### src/rtl/sad_search_unit.sv
`default_nettype none
// ============================================================================
// Module   : sad_search_unit
// Purpose  : Full-search sum-of-absolute-differences motion-estimation engine.
//            Scans every block-sized candidate position of the reference frame
//            in raster order, accumulating |frame - window| over a 4/8/16 wide
//            and high block. It reports the minimum SAD and where it was found,
//            then pulses `complete` to release the instruction pipeline stall.
// Ports    : Clk/Rst_n    - clock, asynchronous active-low reset
//            start        - begin a search (ignored while busy)
//            blk_w/blk_h  - block dimensions, sampled on an accepted start
//            rd_en        - read request, held until rd_valid
//            frm_addr     - frame pixel address (row-major, FRAME_W per row)
//            win_addr     - window pixel address (WIN_STRIDE per row)
//            rd_valid     - read data valid; frm_pix/win_pix carry the data
//            busy         - search in progress
//            complete     - one-cycle done pulse
//            err          - last request had illegal dimensions
//            best_sad/x/y - minimum SAD and its candidate position
// Revision : 1.0 - initial release
// ============================================================================
module sad_search_unit #(
    parameter int FRAME_W    = 64,
    parameter int FRAME_H    = 64,
    parameter int PIX_W      = 8,
    parameter int WIN_STRIDE = 16,
    localparam int XW = $clog2(FRAME_W),
    localparam int YW = $clog2(FRAME_H),
    localparam int AW = $clog2(FRAME_W * FRAME_H)
) (
    input  logic             Clk,
    input  logic             Rst_n,
    input  logic             start,
    input  logic [4:0]       blk_w,
    input  logic [4:0]       blk_h,
    output logic             rd_en,
    output logic [AW-1:0]    frm_addr,
    output logic [7:0]       win_addr,
    input  logic             rd_valid,
    input  logic [PIX_W-1:0] frm_pix,
    input  logic [PIX_W-1:0] win_pix,
    output logic             busy,
    output logic             complete,
    output logic             err,
    output logic [15:0]      best_sad,
    output logic [XW-1:0]    best_x,
    output logic [YW-1:0]    best_y
);

    typedef enum logic [2:0] {
        S_IDLE  = 3'd0,
        S_LOAD  = 3'd1,
        S_FETCH = 3'd2,
        S_WAIT  = 3'd3,
        S_NEXT  = 3'd4,
        S_DONE  = 3'd5
    } state_t;

    state_t          r_state, w_state_nxt;
    logic [4:0]      r_bw, r_bh;
    logic [4:0]      r_i, r_j, w_i_nxt, w_j_nxt;
    logic [XW-1:0]   r_cx, w_cx_nxt, w_cx_last;
    logic [YW-1:0]   r_cy, w_cy_nxt, w_cy_last;
    logic [15:0]     r_acc;
    logic            w_dims_ok;
    logic [PIX_W:0]  w_diff;
    logic [YW-1:0]   w_row;
    logic [XW-1:0]   w_col;

    assign w_dims_ok = ((r_bw == 5'd4) || (r_bw == 5'd8) || (r_bw == 5'd16)) &&
                       ((r_bh == 5'd4) || (r_bh == 5'd8) || (r_bh == 5'd16));

    // Last legal candidate origin keeps the block inside the frame.
    assign w_cx_last = XW'(FRAME_W - int'(r_bw));
    assign w_cy_last = YW'(FRAME_H - int'(r_bh));

    assign w_diff = (frm_pix >= win_pix) ? ({1'b0, frm_pix} - {1'b0, win_pix})
                                         : ({1'b0, win_pix} - {1'b0, frm_pix});

    // Addresses are registered, so they are computed from the index values the
    // FSM will hold in the FETCH cycle being entered.
    assign w_row = w_cy_nxt + YW'(w_j_nxt);
    assign w_col = w_cx_nxt + XW'(w_i_nxt);

    always_ff @(posedge Clk or negedge Rst_n) begin
        if (!Rst_n) begin
            r_state <= S_IDLE;
        end else begin
            r_state <= w_state_nxt;
        end
    end

    always_comb begin
        w_state_nxt = r_state;
        w_i_nxt     = r_i;
        w_j_nxt     = r_j;
        w_cx_nxt    = r_cx;
        w_cy_nxt    = r_cy;
        case (r_state)
            S_IDLE: begin
                if (start) begin
                    w_state_nxt = S_LOAD;
                end
            end
            S_LOAD: begin
                w_i_nxt     = '0;
                w_j_nxt     = '0;
                w_cx_nxt    = '0;
                w_cy_nxt    = '0;
                w_state_nxt = w_dims_ok ? S_FETCH : S_DONE;
            end
            S_FETCH: begin
                w_state_nxt = S_WAIT;
            end
            S_WAIT: begin
                if (rd_valid) begin
                    if (r_i == r_bw - 5'd1) begin
                        w_i_nxt = '0;
                        if (r_j == r_bh - 5'd1) begin
                            w_j_nxt     = '0;
                            w_state_nxt = S_NEXT;
                        end else begin
                            w_j_nxt     = r_j + 5'd1;
                            w_state_nxt = S_FETCH;
                        end
                    end else begin
                        w_i_nxt     = r_i + 5'd1;
                        w_state_nxt = S_FETCH;
                    end
                end
            end
            S_NEXT: begin
                if (r_cx == w_cx_last) begin
                    w_cx_nxt = '0;
                    if (r_cy == w_cy_last) begin
                        w_cy_nxt    = '0;
                        w_state_nxt = S_DONE;
                    end else begin
                        w_cy_nxt    = r_cy + YW'(1);
                        w_state_nxt = S_FETCH;
                    end
                end else begin
                    w_cx_nxt    = r_cx + XW'(1);
                    w_state_nxt = S_FETCH;
                end
            end
            S_DONE: begin
                w_state_nxt = S_IDLE;
            end
            default: begin
                w_state_nxt = S_IDLE;
            end
        endcase
    end

    always_ff @(posedge Clk or negedge Rst_n) begin
        if (!Rst_n) begin
            r_bw     <= '0;
            r_bh     <= '0;
            r_i      <= '0;
            r_j      <= '0;
            r_cx     <= '0;
            r_cy     <= '0;
            r_acc    <= '0;
            rd_en    <= 1'b0;
            frm_addr <= '0;
            win_addr <= '0;
            busy     <= 1'b0;
            complete <= 1'b0;
            err      <= 1'b0;
            best_sad <= 16'hFFFF;
            best_x   <= '0;
            best_y   <= '0;
        end else begin
            r_i      <= w_i_nxt;
            r_j      <= w_j_nxt;
            r_cx     <= w_cx_nxt;
            r_cy     <= w_cy_nxt;
            // Outputs derived from the next state so they line up with it.
            rd_en    <= (w_state_nxt == S_FETCH) || (w_state_nxt == S_WAIT);
            busy     <= (w_state_nxt != S_IDLE);
            complete <= (w_state_nxt == S_DONE);
            if (w_state_nxt == S_FETCH) begin
                frm_addr <= AW'({w_row, w_col});
                win_addr <= 8'(32'(w_j_nxt) * WIN_STRIDE + 32'(w_i_nxt));
            end
            case (r_state)
                S_IDLE: begin
                    if (start) begin
                        r_bw <= blk_w;
                        r_bh <= blk_h;
                    end
                end
                S_LOAD: begin
                    r_acc    <= '0;
                    err      <= ~w_dims_ok;
                    best_sad <= 16'hFFFF;
                    best_x   <= '0;
                    best_y   <= '0;
                end
                S_WAIT: begin
                    if (rd_valid) begin
                        r_acc <= r_acc + 16'(w_diff);
                    end
                end
                S_NEXT: begin
                    // Strict compare keeps the earliest candidate on a tie.
                    if (r_acc < best_sad) begin
                        best_sad <= r_acc;
                        best_x   <= r_cx;
                        best_y   <= r_cy;
                    end
                    r_acc <= '0;
                end
                default: begin
                end
            endcase
        end
    end

endmodule
`default_nettype wire

### config.mk
export PLATFORM = sky130hd
export DESIGN_NAME = sad_search_unit
export DESIGN_NICKNAME = d
export VERILOG_FILES = /design/src/rtl/sad_search_unit.sv
export SDC_FILE = /design/constraint.sdc
export NUM_CORES = 1
export LEC_CHECK = 0
export ABC_CLOCK_PERIOD_IN_PS = 10300
export CORE_MARGIN = 1
export CORE_UTILIZATION = 35
export CTS_CLUSTER_SIZE = 40
export DETAILED_ROUTE_END_ITERATION = 10
export GPL_ROUTABILITY_DRIVEN = 0
export SYNTH_ARGS = -nofsm -noshare
export SYNTH_HDL_FRONTEND = slang
export SYNTH_SLANG_ARGS = --single-unit
### constraint.sdc
create_clock -name Clk -period 10.3 [get_ports Clk]
set_clock_uncertainty 0.2 [all_clocks]
set_input_delay 1.545 -clock Clk [delete_from_list [all_inputs] [get_ports Clk]]
set_output_delay 1.545 -clock Clk [all_outputs]
set_load 0.03 [all_outputs]
==> results.rst, run 1 <==
.. list-table::
   :header-rows: 1

   * - Metric
     - Value
   * - H-tree depth
     - 3
   * - Register Area
     - 2600 sq um
   * - Post-DR vias/cell
     - 4.92
   * - Cells after DPL
     - 1025
   * - Outcome
     - complete, no violations
   * - Setup slack of the most critical reg-to-reg path
     - 5.62 ns
   * - Fraction of registers with async set/reset
     - 100%
   * - Net count after synthesis
     - 805
   * - CP cell instances
     - clkdlybuf4s50_1 > inv_1 > ha_1 > nor2b_1 > o21ai_0 > a21oi_1 > o41a_1 > o31a_1 > mux2i_1 > a221o_1 > a211oi_1 > xnor2_1 > ha_1 > o21a_1 > o2bb2ai_1 > o21ai_0 > and3_1 > nand3_1 > mux2i_1
   * - Biggest area consumer among synthesized cells
     - sky130_fd_sc_hd__dfrtp_1
   * - Leakage power total
     - 3.83 nW
   * - Cell area after technology mapping
     - 6850 sq um
   * - Number of search-and-repair iterations in the first detailed-routing pass
     - 5
   * - Total GRT Usage
     - 16.2%
   * - Max cap viols
     - 0
   * - DRC violation total after the first TritonRoute iteration
     - 347
   * - Proportion of synthesized chip area in sequential cells
     - 37.9%
   * - Critical path endpoint category
     - register
   * - N_diodes
     - 0
   * - Number of nets in the layout
     - 873
   * - Hold-fix buffers, CTS
     - 0
   * - Critical path startpoint category
     - input port
   * - Post-synthesis cell count
     - 708
   * - Wire length of the first global-routing pass
     - 25500 um
   * - Post-synth EDFFs
     - 0
   * - Kind of path behind the tightest hold check
     - reg -> reg
   * - Total power per unit cell area
     - 247 nW/um^2
   * - Clock slew seen by the registers of the worst setup and hold paths
     - 0.07 ns
   * - Cell types occupying the most area after synthesis
     - sky130_fd_sc_hd__dfrtp_1, sky130_fd_sc_hd__ha_1, sky130_fd_sc_hd__dfstp_2, sky130_fd_sc_hd__mux2_2, sky130_fd_sc_hd__nand2_1
   * - Area of the core region
     - 19000 sq um
   * - Summed negative setup slack over all endpoints
     - 0 ns
   * - Buffers inserted during post-CTS setup optimization
     - 0
   * - Slew margin rel.
     - 25.1%
   * - Endpoint of the most critical register-to-register path
     - frm_addr[11]
   * - Multi-input gate area
     - 3870 sq um
   * - Unrepaired setup endpoints after global routing
     - false
   * - Final period utilization
     - 59.7%
   * - Peak ir drop on the vdd network
     - 94.6 uV
   * - Max Slew Vio Count
     - 0
   * - Clock sink count
     - 103
   * - Post-route worst setup slack
     - 4.15 ns
   * - Fin. Hold Viols
     - 0
   * - TritonCTS Buffers
     - 9
   * - CP peak stage delay
     - 0.53 ns
   * - Residual DRC count
     - 0
   * - Row Count
     - 50
   * - Count of input and output buffers
     - 81
   * - Top_reg_cell synth
     - sky130_fd_sc_hd__dfrtp_1
   * - Setup violation total in the final timing report
     - 0
   * - Drt total wl
     - 15500 um
   * - Half-perimeter wire length after detailed placement
     - 11700 um
   * - I/O Pins
     - 82
   * - Placement-stage cell area
     - 7890 sq um
   * - Startpoint of the lowest-slack register-to-register path
     - r_bw[0]
   * - Minimum period implied by the final worst setup slack
     - 6.15 ns
   * - Antenna violations before repair
     - 0
   * - Clk root buf
     - sky130_fd_sc_hd__clkbuf_16
   * - Total global routing overflow
     - 0
   * - TritonCTS clock tree
     - done
   * - Achievable clock frequency
     - 0.163 GHz
   * - Post-synthesis cell type count
     - 62
   * - Synthesis-stage register bit count
     - 103
   * - Worst-Skew Late Latency
     - 0.36 ns
   * - Setup slack after placement
     - 3.85 ns
   * - Arrival time worst endpoint
     - 6.18 ns
   * - Final design area excluding fillers
     - 8190 sq um
   * - Vias after detailed routing
     - 5117
   * - Largest buffer count on any clock path
     - 2
   * - Max FO, Critical Path
     - 15
   * - Slew at the pin closest to its max-slew limit
     - 1.12 ns
   * - Crit Path Class
     - in -> reg
   * - Die height
     - 142 um
   * - Post-Syn Area per Cell
     - 9.68 sq um
   * - Synth warn
     - 0
   * - Filler cell count
     - 1852
   * - Chip width
     - 142 um
   * - Remaining number of nets flagged by the antenna check after routing
     - 0
   * - Final cell count without fillers
     - 1041
   * - Die footprint
     - 20100 sq um
   * - Worst setup path startpoint
     - frm_pix[1]
   * - Number of global-route vias before repair
     - 4991
   * - Initial Util
     - 36.2%
   * - Depth of the most critical reg-to-reg path
     - 17
   * - Fraction of layout instances using a drive strength above 1
     - 9.22%
   * - Largest net degree at the start of global routing
     - 66
   * - Number of instances resized during post-cts repair
     - 0
   * - Routed wire length per instance
     - 14.9 um
   * - Data required, critical path
     - 10.34 ns
   * - Synth-to-layout area growth
     - 19.5%
   * - Proportion of netlist area held by the largest area contributor
     - 31.8%
   * - CP endpoint
     - r_acc[15]
   * - Critical Path Slowest Stage Cell
     - sky130_fd_sc_hd__clkdlybuf4s50_1
## logic make-up after synthesis
logic type	share of synthesized area [%]
and+or+nand+nor	13.2
AOI/OAI and AO/OA	14.2
DFF	37.9
buffers and inverters	5.77
adders and majority gates	12.8
xor gates and xnor gates	7.58
muxes	8.51
## synth_stat cells (2+ instances only)
master	number
sky130_fd_sc_hd__mux2i_1	20
sky130_fd_sc_hd__o21ai_0	30
sky130_fd_sc_hd__dfstp_2	16
sky130_fd_sc_hd__inv_1	70
sky130_fd_sc_hd__nor4_1	3
sky130_fd_sc_hd__fa_1	5
sky130_fd_sc_hd__a211oi_1	2
sky130_fd_sc_hd__and2_1	2
sky130_fd_sc_hd__ha_1	62
sky130_fd_sc_hd__and3_1	2
sky130_fd_sc_hd__nor2_1	36
sky130_fd_sc_hd__dfrtp_1	87
sky130_fd_sc_hd__xnor2_1	32
sky130_fd_sc_hd__a41oi_1	2
sky130_fd_sc_hd__mux2_1	7
sky130_fd_sc_hd__nor2b_1	10
sky130_fd_sc_hd__nand3b_1	3
sky130_fd_sc_hd__clkbuf_1	22
sky130_fd_sc_hd__nand4_1	10
sky130_fd_sc_hd__nor3b_1	6
sky130_fd_sc_hd__a22o_1	5
sky130_fd_sc_hd__a31oi_1	10
sky130_fd_sc_hd__or3_1	3
sky130_fd_sc_hd__nand3_1	12
sky130_fd_sc_hd__o211ai_1	2
sky130_fd_sc_hd__mux2_2	27
sky130_fd_sc_hd__xor2_1	22
sky130_fd_sc_hd__a21oi_1	31
sky130_fd_sc_hd__o31ai_1	13
sky130_fd_sc_hd__nand2b_1	8
sky130_fd_sc_hd__or2_2	3
sky130_fd_sc_hd__a21o_1	27
sky130_fd_sc_hd__o22ai_1	3
sky130_fd_sc_hd__nor3_1	4
sky130_fd_sc_hd__and4_1	2
sky130_fd_sc_hd__nand2_1	75
sky130_fd_sc_hd__buf_6	3
sky130_fd_sc_hd__o21a_1	7
## layout make-up
type	instances	share of cell area, %
Multi-Input combinational cell	507	47.2
Sequential cell	103	31.7
Timing Repair Buffer	85	10.2
Tap cell	260	3.97
Inverter	70	3.21
Clock buffer	10	2.80
Clock inverter	6	0.856
## how the worst min path moves through the flow
stage / from / to / slack [ns] / depth (start not counted)
after CTS: err / err / 0.30 / 2
final: err / err / 0.30 / 2
after detailed placement: err / err / 0.28 / 2
after floorplan: r_acc[15] / r_acc[15] / 0.27 / 1
after global routing: win_addr[2] / win_addr[2] / 0.33 / 1
after global placement: err / err / 0.27 / 2
## report_power, final
part | switching, W | total (W) | internal, W
combinational | 0.000570 | 0.00102 | 0.000448
clock | 0.000159 | 0.000349 | 0.000190
sequential | 0.000121 | 0.000655 | 0.000533
total | 0.000850 | 0.00202 | 0.00117
## registers in the layout (all words and copies together), names as in the netlist
| name | count |
|---|---|
| r_acc | 16 |
| r_cy | 6 |
| r_bw | 5 |
| r_j | 5 |
| best_y | 6 |
| r_i | 5 |
| err | 1 |
| win_addr | 8 |
| r_bh | 5 |
| complete | 1 |
| r_cx | 6 |
| rd_en | 1 |
| best_x | 6 |
| r_state | 3 |
| frm_addr | 12 |
| best_sad | 16 |
| busy | 1 |
## metrics by stage
step / utilization (%) / power, W / hold slack, ns
after global placement: 41.6 / 0.00168 / 0.271
after global routing: 43.2 / 0.00217 / 0.325
final: 43.2 / 0.00202 / 0.295
after detailed placement: 41.6 / 0.00168 / 0.276
after floorplan: - / 0.00138 / 0.266
after CTS: 43.2 / 0.00204 / 0.303
## cells in the final DEF, fill, tap and decap left out, types with 16 or more instances in the layout
| cell type | count |
|---|---|
| sky130_fd_sc_hd__ha_1 | 62 |
| sky130_fd_sc_hd__o21ai_0 | 30 |
| sky130_fd_sc_hd__a21o_1 | 27 |
| sky130_fd_sc_hd__inv_1 | 70 |
| sky130_fd_sc_hd__dfstp_2 | 16 |
| sky130_fd_sc_hd__xor2_1 | 22 |
| sky130_fd_sc_hd__clkdlybuf4s50_1 | 80 |
| sky130_fd_sc_hd__nand2_1 | 75 |
| sky130_fd_sc_hd__dfrtp_1 | 87 |
| sky130_fd_sc_hd__mux2i_1 | 20 |
| sky130_fd_sc_hd__mux2_2 | 27 |
| sky130_fd_sc_hd__xnor2_1 | 32 |
| sky130_fd_sc_hd__nor2_1 | 36 |
| sky130_fd_sc_hd__a21oi_1 | 31 |
## layer usage
| layer | vias to the layer above | track usage (%) | wire length (um) |
|---|---|---|---|
| met5 | - | 0 | 0 |
| met4 | 0 | 6.28 | 267 |
| met3 | 15 | 2.06 | 411 |
| met2 | 83 | 25.3 | 6830 |
| met1 | 2447 | 22.7 | 7970 |
| li1 | 2572 | - | - |
## worst max-delay path: cells and delay by family
kind | cells | cell delay (ns)
muxes | 2 | 0.32
adders and majority gates | 2 | 0.67
buffers and inverters | 2 | 0.63
and+or+nand+nor | 3 | 0.49
AOI/OAI and AO/OA | 9 | 2.40
xor gates and xnor gates | 1 | 0.14
(Power assumes the default switching activity.)
==> run 2: changes to the inputs <==
Settings changed: ABC_CLOCK_PERIOD_IN_PS 10300 to 6200.
Clock period 10.3 ns to 6.2 ns, I/O delays scaled along.
==> run 2 against run 1 <==
Worst setup slack got worse by 3.5 ns. Combinational power increased by 66%. Final cell count unchanged. Die area unchanged. Critical path depth unchanged. Hold slack improved by 0.0060 ns. Critical endpoint unchanged. Highest routed layer unchanged.
==> results.rst, run 2 (synthesis results as in run 1) <==
.. list-table::
   :header-rows: 1

   * - Metric
     - Value
   * - Commonest cells after routing, fill and taps aside
     - sky130_fd_sc_hd__dfrtp_1, sky130_fd_sc_hd__clkdlybuf4s50_1, sky130_fd_sc_hd__nand2_1
   * - Multi-input gate area
     - 3870 sq um (unchanged)
   * - Drt total wl
     - 15400 um (-0.48%)
   * - Slew at the pin closest to its max-slew limit
     - 1.16 ns (+0.0361 ns)
   * - Die height
     - 142 um (unchanged)
   * - H-tree depth
     - 3 (unchanged)
   * - Kind of path behind the tightest hold check
     - reg -> reg
   * - Remaining number of nets flagged by the antenna check after routing
     - 0 (unchanged)
   * - Arrival time worst endpoint
     - 5.61 ns (-0.57 ns)
   * - Fin. Hold Viols
     - 0 (unchanged)
   * - Data required, critical path
     - 6.23 ns (-4.11 ns)
   * - Filler cell count
     - 1840 (-0.65%)
   * - Clk root buf
     - sky130_fd_sc_hd__clkbuf_16
   * - Bufs and invs on worst path
     - 2 (unchanged)
   * - Total power per unit cell area
     - 413 nW/um^2 (+67%)
   * - Post-DR vias/cell
     - 4.90 (-0.27%)
   * - Leakage power total
     - 3.86 nW (+0.64%)
   * - Achievable clock frequency
     - 0.179 GHz
   * - Family of cells with the greatest summed delay on the critical path
     - compound AO/OA/AOI/OAI gates
   * - Half-perimeter wire length after detailed placement
     - 11700 um (-0.45%)
   * - Area of the core region
     - 19000 sq um (unchanged)
   * - Initial Util
     - 36.2% (unchanged)
   * - Buffers inserted during post-CTS setup optimization
     - 0 (unchanged)
   * - Total global routing overflow
     - 0 (unchanged)
   * - Number of cells traversed by the worst hold path
     - 2 (unchanged)
   * - DRC violation total after the first TritonRoute iteration
     - 291 (-16%)
   * - Clock slew seen by the registers of the worst setup and hold paths
     - 0.07 ns (about the same)
   * - Summed negative setup slack over all endpoints
     - 0 ns (unchanged)
   * - Max FO, Critical Path
     - 15 (unchanged)
   * - Clock sink count
     - 103 (unchanged)
   * - Row Count
     - 50 (unchanged)
   * - Largest net degree at the start of global routing
     - 67 (+1.5%)
   * - Slew margin rel.
     - 22.7% (-2.4 points)
   * - Total GRT Usage
     - 16.3% (+0.17 points)
   * - Critical path startpoint category
     - input port
   * - Synth-to-layout area growth
     - 19.8%
   * - Regs by FF count
     - best_sad: 16 flops, r_acc: 16 flops, frm_addr: 12 flops
   * - Hold-fix buffers, CTS
     - 0 (unchanged)
   * - TritonCTS clock tree
     - done
   * - Setup violation total in the final timing report
     - 0 (unchanged)
   * - Leading cell type in the layout, fill and taps excluded
     - sky130_fd_sc_hd__dfrtp_1
   * - Register Area
     - 2600 sq um (unchanged)
   * - Die footprint
     - 20100 sq um (unchanged)
   * - Vias after detailed routing
     - 5103 (-0.27%)
   * - Depth of the most critical reg-to-reg path
     - 17 (unchanged)
   * - WP depth
     - 19 (unchanged)
   * - Routed wire length per instance
     - 14.8 um (-0.48%)
   * - Count of input and output buffers
     - 81 (unchanged)
   * - Max cap viols
     - 0 (unchanged)
   * - CP cell instances
     - clkdlybuf4s50_1 > inv_1 > ha_1 > nor2b_1 > o21ai_0 > a21oi_1 > o41a_1 > o31a_1 > mux2i_1 > a221o_1 > a211oi_1 > xnor2_1 > ha_1 > o21a_1 > o2bb2ai_1 > o21ai_0 > and3_1 > nand3_1 > mux2i_1
   * - Antenna violations before repair
     - 0 (unchanged)
   * - Max Slew Vio Count
     - 0 (unchanged)
   * - Residual DRC count
     - 0 (unchanged)
   * - N_diodes
     - 0 (unchanged)
   * - Minimum period implied by the final worst setup slack
     - 5.58 ns
   * - Crit Path Class
     - in -> reg
   * - Number of nets in the layout
     - 873 (unchanged)
   * - Largest buffer count on any clock path
     - 2 (unchanged)
   * - TritonCTS Buffers
     - 9 (unchanged)
   * - Wire length of the first global-routing pass
     - 25700 um (+1.1%)
   * - Fin Hold WS
     - 0.301 ns (+0.00600 ns)
   * - Number of global-route vias before repair
     - 5001 (+0.20%)
   * - Fraction of layout instances using a drive strength above 1
     - 9.35% (+0.13 points)
   * - Critical path endpoint category
     - register
   * - Number of instances resized during post-cts repair
     - 0 (unchanged)
   * - Critical Path Slowest Stage Cell
     - sky130_fd_sc_hd__clkdlybuf4s50_1
   * - Outcome
     - complete, no violations
   * - Peak ir drop on the vdd network
     - 173 uV (+82%)
   * - I/O Pins
     - 82 (unchanged)
   * - Unrepaired setup endpoints after global routing
     - false
   * - Worst-Skew Late Latency
     - 0.36 ns (about the same)
   * - CP peak stage delay
     - 0.54 ns (about the same)
   * - Final period utilization
     - 90.0%
   * - Chip width
     - 142 um (unchanged)
   * - Number of search-and-repair iterations in the first detailed-routing pass
     - 4 (-1)
## run 2: area by class of cell
cell class / count / area share (%)
multi-input cells: 507 / 47.1
inverters: 70 / 3.20
repair buffers: 85 / 10.2
flip-flops and latches: 103 / 31.6
well taps: 260 / 3.96
clock buffers: 9 / 2.74
clock inverters: 7 / 1.17
## run 2: path summary, 6_finish.rpt
path / slack (ns) / startpoint / to
hold / removal: 0.30 / err / err
setup reg to reg: 1.54 / r_bw[0] / frm_addr[11]
min in group asynchronous: 0.46 / Rst_n / frm_addr[2]
hold reg to reg: 0.30 / err / err
setup / recovery: 0.62 / frm_pix[1] / r_acc[15]
max in group asynchronous: 4.29 / Rst_n / best_sad[10]
## run 2: metal layers
| layer | wire length (um) | share of wire [%] | global-route usage [%] |
|---|---|---|---|
| met3 | 525 | 3.4 | 2.26 |
| met5 | 0 | 0 | 0 |
| met2 | 6770 | 44 | 24.6 |
| met4 | 282 | 1.8 | 6.68 |
| met1 | 7820 | 51 | 23.5 |
## run 2: stage by stage
| stage | cells | instance area, sq um | total power [W] | utilization, % | setup slack, ns |
|---|---|---|---|---|---|
| after floorplan | 708 | 6850 | 0.00229 | - | 1.14 |
| after global placement | 1025 | 7890 | 0.00279 | 41.6 | 0.474 |
| after detailed placement | 1025 | 7890 | 0.00279 | 41.6 | 0.316 |
| after CTS | 1041 | 8210 | 0.00343 | 43.3 | 0.666 |
| after global routing | 1041 | 8210 | 0.00366 | 43.3 | 0.250 |
| final | 1041 | 8210 | 0.00339 | 43.3 | 0.621 |
## run 2: power breakdown
group          internal [W]  total, W  switching, W
clock network      0.000355  0.000616      0.000261
registers          0.000886   0.00109      0.000204
logic              0.000745   0.00169      0.000942
## run 2: worst min-delay path, cell delays in order, from the launching register on
cell and delay (ns):
sky130_fd_sc_hd__dfrtp_1 0.36, sky130_fd_sc_hd__nand2_1 0.05, sky130_fd_sc_hd__nand2_1 0.06
==> run 3: changes to the inputs <==
Settings changed: CTS_BUF_LIST set to sky130_fd_sc_hd__clkbuf_8.
==> run 3 against run 2 <==
Combinational power about the same. Critical path depth unchanged. Clock-buffer cell count did not move. Die area stayed put. Worst setup slack better by 0.024 ns. Clock power fell by 24%. Via count is 0.12% lower. Final cell count is the same.
==> results.rst, run 3 (synthesis results as in run 1) <==
.. list-table::
   :header-rows: 1

   * - Metric
     - Value
   * - Peak ir drop on the vdd network
     - 150 uV (-13%)
   * - Commonest cells after routing, fill and taps aside
     - sky130_fd_sc_hd__dfrtp_1, sky130_fd_sc_hd__clkdlybuf4s50_1, sky130_fd_sc_hd__nand2_1
   * - Number of global-route vias before repair
     - 4993 (-0.16%)
   * - Die footprint
     - 20100 sq um (unchanged)
   * - I/O Pins
     - 82 (unchanged)
   * - Arrival time worst endpoint
     - 5.62 ns (about the same)
   * - N_diodes
     - 0 (unchanged)
   * - Antenna violations before repair
     - 0 (unchanged)
   * - Post-DR vias/cell
     - 4.90 (-0.12%)
   * - Half-perimeter wire length after detailed placement
     - 11700 um (unchanged)
   * - CP cell instances
     - clkdlybuf4s50_1 > inv_1 > ha_1 > nor2b_1 > o21ai_0 > a21oi_1 > o41a_1 > o31a_1 > mux2i_1 > a221o_1 > a211oi_1 > xnor2_1 > ha_1 > o21a_1 > o2bb2ai_1 > o21ai_0 > and3_1 > nand3_1 > mux2i_1
   * - Vias after detailed routing
     - 5097 (-0.12%)
   * - Critical path startpoint category
     - input port
   * - Total global routing overflow
     - 0 (unchanged)
   * - Startpoint of the lowest-slack register-to-register path
     - r_bw[0]
   * - Buffers inserted during post-CTS setup optimization
     - 0 (unchanged)
   * - Wire length of the first global-routing pass
     - 25600 um (-0.54%)
   * - Achievable clock frequency
     - 0.180 GHz (+0.44%)
   * - Setup violation total in the final timing report
     - 0 (unchanged)
   * - Hold Path Origin
     - err
   * - Final period utilization
     - 89.6% (-0.39 points)
   * - DRC violation total after the first TritonRoute iteration
     - 303 (+4.1%)
   * - Largest net degree at the start of global routing
     - 67 (unchanged)
   * - Hold-fix buffers, CTS
     - 0 (unchanged)
   * - Synth-to-layout area growth
     - 18.3%
   * - Number of search-and-repair iterations in the first detailed-routing pass
     - 4 (unchanged)
   * - Slew margin rel.
     - 23.3% (+0.60 points)
   * - Leakage power total
     - 3.81 nW (-1.2%)
   * - Area of the core region
     - 19000 sq um (unchanged)
   * - Slew at the pin closest to its max-slew limit
     - 1.15 ns (-0.00900 ns)
   * - Routed wire length per instance
     - 14.7 um (-0.68%)
   * - Critical path endpoint category
     - register
   * - Critical Path Slowest Stage Cell
     - sky130_fd_sc_hd__clkdlybuf4s50_1
   * - Total power per unit cell area
     - 400 nW/um^2 (-3.2%)
   * - Residual DRC count
     - 0 (unchanged)
   * - H-tree depth
     - 3 (unchanged)
   * - Summed negative setup slack over all endpoints
     - 0 ns (unchanged)
   * - Count of input and output buffers
     - 81 (unchanged)
   * - Row Count
     - 50 (unchanged)
   * - Max cap viols
     - 0 (unchanged)
   * - Largest buffer count on any clock path
     - 2 (unchanged)
   * - TritonCTS clock tree
     - done
   * - Outcome
     - complete, no violations
   * - TritonCTS Buffers
     - 9 (unchanged)
   * - Depth of the most critical reg-to-reg path
     - 17 (unchanged)
   * - Drt total wl
     - 15300 um (-0.68%)
   * - Leading cell type in the layout, fill and taps excluded
     - sky130_fd_sc_hd__dfrtp_1
   * - Crit Path Class
     - in -> reg
   * - Hold worst-path end
     - err
   * - Die height
     - 142 um (unchanged)
   * - Number of instances resized during post-cts repair
     - 0 (unchanged)
   * - Setup slack of the most critical reg-to-reg path
     - 1.54 ns (about the same)
   * - Endpoint of the most critical register-to-register path
     - frm_addr[11]
   * - Number of nets in the layout
     - 873 (unchanged)
   * - Unrepaired setup endpoints after global routing
     - false
   * - Total GRT Usage
     - 16.2% (-0.15 points)
   * - Minimum period implied by the final worst setup slack
     - 5.55 ns (-0.0243 ns)
   * - Fin Hold WS
     - 0.305 ns (+0.00403 ns)
   * - Worst-Skew Late Latency
     - 0.39 ns (+0.03 ns)
   * - Number of cells traversed by the worst hold path
     - 2 (unchanged)
   * - CP peak stage delay
     - 0.54 ns (about the same)
   * - Chip width
     - 142 um (unchanged)
   * - Clk root buf
     - sky130_fd_sc_hd__clkbuf_8
   * - Regs by FF count
     - best_sad: 16 flops, r_acc: 16 flops, frm_addr: 12 flops
   * - Clock sink count
     - 103 (unchanged)
   * - Fraction of layout instances using a drive strength above 1
     - 9.35% (unchanged)
   * - Fin. Hold Viols
     - 0 (unchanged)
   * - Max FO, Critical Path
     - 15 (unchanged)
   * - Kind of path behind the tightest hold check
     - reg -> reg
   * - Data required, critical path
     - 6.27 ns (+0.04 ns)
   * - Max Slew Vio Count
     - 0 (unchanged)
   * - Clock slew seen by the registers of the worst setup and hold paths
     - 0.10 ns (+0.03 ns)
   * - Initial Util
     - 36.2% (unchanged)
   * - Remaining number of nets flagged by the antenna check after routing
     - 0 (unchanged)
-- run 3: cell counts in the layout (fill, tap and decap cells not counted) --
No cell type changed its count.
-- run 3: worst max-delay path, delay by kind of cell --
family                   cells  cell delay (ns)
AO/OA/AOI/OAI                9             2.40
XOR/XNOR                     1             0.14
adder cells (fa/ha/maj)      2             0.68
buffers and inverters        2             0.64
multiplexers                 2             0.32
AND/OR/NAND/NOR              3             0.50
-- run 3: layer usage --
metal | wire length (um) | share of wire [%] | global-route usage [%] | vias to the layer above
li1 | - | - | - | 2576
met1 | 7800 | 51 | 23.5 | 2410
met2 | 6680 | 44 | 24.4 | 96
met3 | 551 | 3.6 | 2.16 | 15
met4 | 266 | 1.7 | 6.11 | 0
met5 | 0 | 0 | 0 | -
-- run 3: power breakdown --
group | internal (W) | switching, W
Clock | 0.000229 | 0.000242
Sequential | 0.000885 | 0.000203
Combinational | 0.000744 | 0.000939
-- run 3: cell type report --
cell class	instances	area, sq um
sequential	103	2600
timing repair buffer	85	838
clock buffer	9	124
inverter	70	263
multi-input combinational	507	3870
clock inverter	7	96.3
fill	1862	10800
tap	260	325
-- run 3: through the flow --
| step | total power (W) | std cells | utilization (%) | worst slack [ns] | cell area, sq um |
|---|---|---|---|---|---|
| 2_1_floorplan | 0.00229 | 708 | - | 1.14 | 6850 |
| 3_3_place_gp | 0.00279 | 1025 | 41.6 | 0.474 | 7890 |
| 3_5_place_dp | 0.00279 | 1025 | 41.6 | 0.316 | 7890 |
| 4_1_cts | 0.00328 | 1041 | 42.8 | 0.708 | 8110 |
| 5_1_grt | 0.00351 | 1041 | 42.8 | 0.292 | 8110 |
| 6_report | 0.00324 | 1041 | 42.8 | 0.646 | 8110 |
-- run 3: how the worst max path moves through the flow --
stage	start	to	slack (ns)	depth (start not counted)
final	frm_pix[1]	r_acc[15]	0.65	19
after global routing	frm_pix[1]	r_acc[15]	0.29	19
after CTS	frm_pix[1]	r_acc[15]	0.71	19
after detailed placement	frm_pix[1]	r_acc[15]	0.32	19
after global placement	frm_pix[1]	r_acc[15]	0.47	19
after floorplan	frm_pix[2]	r_acc[15]	1.14	20
